**config.mk**
```make
export PLATFORM = sky130hd
export DESIGN_NAME = fe_be_decode_queue
export DESIGN_NICKNAME = d
export VERILOG_FILES = /design/src/rtl/Purple_Jade_pkg.sv /design/src/rtl/fe_be_decode_queue.sv
export SDC_FILE = /design/constraint.sdc
export NUM_CORES = 1
export LEC_CHECK = 0
export BUFFER_PORTS_ARGS = -buffer_cell sky130_fd_sc_hd__buf_2
export CAP_MARGIN = 5
export CORE_ASPECT_RATIO = 1.1
export CORE_UTILIZATION = 30
export DETAILED_ROUTE_END_ITERATION = 7
export RECOVER_POWER = 100
export SLEW_MARGIN = 5
export SYNTH_ARGS = -nofsm -noshare
export SYNTH_HDL_FRONTEND = slang
export SYNTH_SLANG_ARGS = --single-unit
export TNS_END_PERCENT = 5
```
**constraint.sdc**
```tcl
create_clock -name clk_i -period 12.75 [get_ports clk_i]
set_input_delay 0 -clock clk_i [delete_from_list [all_inputs] [get_ports clk_i]]
set_output_delay 0 -clock clk_i [all_outputs]
set_load 0.01 [all_outputs]
```
**src/rtl/Purple_Jade_pkg.sv**
```systemverilog
// Shared front-end/back-end sizing constants.
package Purple_Jade_pkg;

  localparam int unsigned DECODED_INSTRUCTION_WIDTH = 32;
  localparam int unsigned FE_BE_QUEUE_DEPTH         = 8;

endpackage : Purple_Jade_pkg

```
**src/rtl/fe_be_decode_queue.sv**
```systemverilog
// Decoupling ring buffer between the front-end decoder and back-end rename.
// Flushed in one cycle on a mispredict so no wrong-path instruction reaches rename.
module fe_be_decode_queue
  import Purple_Jade_pkg::*;
#(
  parameter int unsigned WIDTH_P = DECODED_INSTRUCTION_WIDTH,
  parameter int unsigned DEPTH_P = FE_BE_QUEUE_DEPTH
) (
  input  logic                       clk_i,
  input  logic                       reset_i,
  input  logic                       flush_i,
  input  logic [WIDTH_P-1:0]         fe_decoded_i,
  input  logic                       fe_decoded_v_i,
  output logic                       fe_ready_o,
  output logic [WIDTH_P-1:0]         decoded_o,
  output logic                       decoded_v_o,
  input  logic                       rename_ready_i,
  output logic [$clog2(DEPTH_P):0]   count_o
);

  localparam int unsigned IDX_W = $clog2(DEPTH_P);
  localparam int unsigned PTR_W = IDX_W + 1;

  // Reject depths the wrap-bit pointer scheme cannot represent.
  if ((DEPTH_P < 2) || ((DEPTH_P & (DEPTH_P - 1)) != 0)) begin : g_bad_depth
    $error("fe_be_decode_queue: DEPTH_P must be a power of 2 and >= 2");
  end

  logic [WIDTH_P-1:0] mem_q [DEPTH_P];
  logic [PTR_W-1:0]   wr_ptr_q, wr_ptr_d;
  logic [PTR_W-1:0]   rd_ptr_q, rd_ptr_d;
  logic [IDX_W-1:0]   wr_idx, rd_idx;
  logic               empty, full;
  logic               push_fire, pop_fire;

  assign wr_idx = wr_ptr_q[IDX_W-1:0];
  assign rd_idx = rd_ptr_q[IDX_W-1:0];

  // Occupancy and handshake status, all from registered pointers only.
  always_comb begin
    empty       = (rd_ptr_q == wr_ptr_q);
    full        = (rd_idx == wr_idx) && (rd_ptr_q[IDX_W] != wr_ptr_q[IDX_W]);
    fe_ready_o  = ~full;
    decoded_v_o = ~empty;
    count_o     = wr_ptr_q - rd_ptr_q;
    decoded_o   = mem_q[rd_idx];
  end

  // Next-pointer logic; a flush discards both sides and snaps rd onto wr.
  always_comb begin
    push_fire = 1'b0;
    pop_fire  = 1'b0;
    wr_ptr_d  = wr_ptr_q;
    rd_ptr_d  = rd_ptr_q;
    if (flush_i) begin
      rd_ptr_d = wr_ptr_q;
    end else begin
      push_fire = fe_decoded_v_i & ~full;
      pop_fire  = ~empty & rename_ready_i;
      wr_ptr_d  = wr_ptr_q + PTR_W'(push_fire);
      rd_ptr_d  = rd_ptr_q + PTR_W'(pop_fire);
    end
  end

  // Pointer registers with asynchronous reset.
  always_ff @(posedge clk_i or posedge reset_i) begin
    if (reset_i) begin
      wr_ptr_q <= '0;
      rd_ptr_q <= '0;
    end else begin
      wr_ptr_q <= wr_ptr_d;
      rd_ptr_q <= rd_ptr_d;
    end
  end

  // Storage write; contents are not reset and only a qualified push writes.
  always_ff @(posedge clk_i) begin
    if (push_fire) begin
      mem_q[wr_idx] <= fe_decoded_i;
    end
  end

  // Structural invariants checked in simulation.
  a_no_push_when_full : assert property (@(posedge clk_i) disable iff (reset_i)
    (fe_decoded_v_i && full) |-> (wr_ptr_d == wr_ptr_q));
  a_count_bound : assert property (@(posedge clk_i) disable iff (reset_i)
    count_o <= PTR_W'(DEPTH_P));
  a_valid_matches_count : assert property (@(posedge clk_i) disable iff (reset_i)
    decoded_v_o == (count_o != '0));

endmodule : fe_be_decode_queue

```
==> out/results.ini <==
[placed_design]
hpwlAfterDp_mm = 12.1
gp_congestion = 0.727
port_buffers = 74
dpl-instance-area_mm2 = 0.0111
place_ws_ps = 8910

[layout]
layout_commonest_cell = edfxtp_1
seq_area_mm2 = 0.00789
n_antenna_cell = 0
fin_nets = 678
area_growth_syn_to_layout_pct = 17.8
nFillCells = 3104
layout_common_cells = edfxtp_1 (256), nand2_1 (103), clkbuf_1 (88)
multi_input_area_mm2 = 0.00216
drive_above_1_share_pct = 16.1
fin_area_mm2 = 0.0121

[global_routing]
grt_antenna_before_repair = 0
track_usage_pct = 11.6
grt_overflow_total = 0
grt_pass1_vias = 5300
grt_pass1_wl_mm = 30.8
grt_max_degree = 69

[detailed_routing]
viasPerCell = 4.48
drc_errors = 0
drt_pass1_iterations = 4
drt-wirelength-per-cell_um = 18.4
ant_nets = 0
drt_iter0_drc = 270
wl_mm = 19.9
vias = 4849

[worst_setup_path]
critical_path.max_stage_delay_ps = 2090
startpoint = rd_ptr_q[0]
path_depth = 5
rr_worst_depth = 4
reg2reg_slack_ps = 7410
crit_required_ps = 12750
timing.rr.start = rd_ptr_q[0]
arrival_ps = 5410
slowest_stage = clkbuf_1
critPathKind = flip-flop to output port
crit_chain = clkbuf_1 -> mux4_1 -> nand2_1 -> nand2_1 -> clkbuf_1
worstSetupStartpointType = flip-flop
endpoint = decoded_o[1]
cp_max_fo = 34
reg2reg_to = mem_q[4][15]
cp-end-kind = output port
crit_buf_inv = 2
crit_family = buffers and inverters

[pwr]
power_density_mw_per_mm2 = 208
power.leakage_nw = 3.93
total_power_mw = 2.53
ir_worst_vdd_mv = 0.0882

[synthesis]
synthTopCellsByArea = edfxtp_1 (75%), mux4_2 (13%), nand2_1 (3.8%), dfrtp_1 (1.9%), buf_12 (1.2%)
ys_ff_latch = 264
synth_nets = 553
ys_warn_count = 0
muxShareOfSynthArea_pct = 14.1
synthAdderAreaFrac_pct = 1.05
yosysTopAreaCellShare_pct = 74.7
synth.yosys.seq_area_share_pct = 76.6
synth_top_family_by_area = multiplexers
synth_top_area_cell = edfxtp_1
synth_compound_area_share_pct = 0.498
avgSynthCellArea_um2 = 20.3
synthCells = 508
synthesis.area_mm2 = 0.0103
synthDistinctLibCells = 29
yosys.area_share.xor_xnor_pct = 0.595
synthSimpleGateAreaFrac_pct = 4.70

[min_path]
hp-class = input pin to flip-flop
hold_path_depth = 6

[sta]
skew_ps = 6.37
max_freq_mhz = 185
tightest_slew_ps = 3180
finalCritPeriodShare_pct = 42.5
period_minus_slack_ps = 5410
rsz0062_at_grt = false
fin_setup_tns_ps = 0
setup_violations = 0
drv_slew = 168
timing.final.ws_setup_ps = 7340
hold_viol_final = 0
max-slew-margin-rel_pct = -112

[cts]
cts_hold_buffers = 36
cts.path.max_buffers = 3
clk_pin_slew_worst_paths_ps = 60
clock_sinks = 264
h-tree-depth = 1
cts_root_buffer = clkbuf_16
post_cts_buffers = 0
cts_resized = 0
clk_latency_ps = 510
numCtsBuffers = 25
cts_tree = built

[die]
dieArea_mm2 = 0.0351
die_w_um = 179
std_cell_rows = 70
floorplan.initialDensity_pct = 30.7
die_h_um = 196
core_region_area_mm2 = 0.0335
io_pins = 75

[outcome]
violations = capacitance limit, slew limit
status = finished with violations

[job]
maxCapViolations = 5

-- area by class of cell --
class                      instances  share of cell area, %
timing repair buffer             121                   5.66
clock inverter                    10                   1.05
inverter                          12                  0.371
multi-input combinational        209                   17.8
sequential                       264                   65.1
clock buffer                      35                   5.55
tap                              432                   4.46
-- logic make-up (layout without fill, tap and decap cells) --
| logic type | count (synthesis) | count (layout) |
|---|---|---|
| xor gates and xnor gates | 7 | 7 |
| adders and majority gates | 8 | 8 |
| muxes | 64 | 64 |
| AOI/OAI and AO/OA | 9 | 9 |
| buffers and inverters | 35 | 178 |
| and+or+nand+nor | 121 | 121 |
| DFF | 264 | 264 |
-- flip-flops by register name (all words and copies together) (netlist names) --
signal,cells
mem_q,256
wr_ptr_q,4
rd_ptr_q,4
-- through the flow --
stage | hold WS, ps | std cells | util [%]
after floorplan | -184 | 508 | -
final | 233 | 1083 | 36.2
after global placement | -27.4 | 1002 | 33.2
after detailed placement | -30.6 | 1002 | 33.2
after CTS | 188 | 1083 | 36.7
after global routing | 323 | 1083 | 36.2
-- report_power, final --
group          total [mW]  internal [mW]  switching (mW)
logic               0.654          0.311           0.344
registers            1.15           1.03           0.114
clock network       0.727          0.429           0.298
-- worst min-delay path: cells and delay by family --
family / cells / cell delay, ps
fa+ha+maj: 1 / 120
compound gates: 2 / 340
buf+inv: 3 / 250
-- synth_stat cells --
cell type,number
mux4_2,60
buf_6,1
buf_2,9
a221oi_1,1
nand3_1,3
fa_1,1
inv_1,12
nor2_1,4
clkbuf_1,5
or2_2,1
dfrtp_1,8
mux4_1,4
nand4_1,1
ha_1,7
buf_1,2
o211ai_1,1
o21ai_1,1
nor4b_1,1
nor2b_1,2
and2_1,1
o21ai_0,6
nor4_1,1
nor3_1,3
buf_12,6
nand2b_1,1
edfxtp_1,256
xnor2_1,6
xor2_1,1
nand2_1,103
-- per-layer routing --
layer  GRT usage (%)  vias to the layer above  routed length (um)
li1                -                     2255                   -
met1            14.8                     2475                8620
met2            20.8                       95               10200
met3            1.90                       24                 809
met4            2.32                        0                 270
met5               0                        -                   0
-- worst min-delay path by stage --
stage                              start          end  slack, ps
final                     fe_decoded_v_i  wr_ptr_q[0]        230
after global placement           reset_i  rd_ptr_q[3]        -30
after CTS                 fe_decoded_v_i  wr_ptr_q[0]        190
after detailed placement         reset_i  rd_ptr_q[3]        -30
after global routing      fe_decoded_v_i  wr_ptr_q[0]        320
after floorplan                  reset_i  rd_ptr_q[0]       -180
Note: power is estimated with default switching activity, not from simulation.
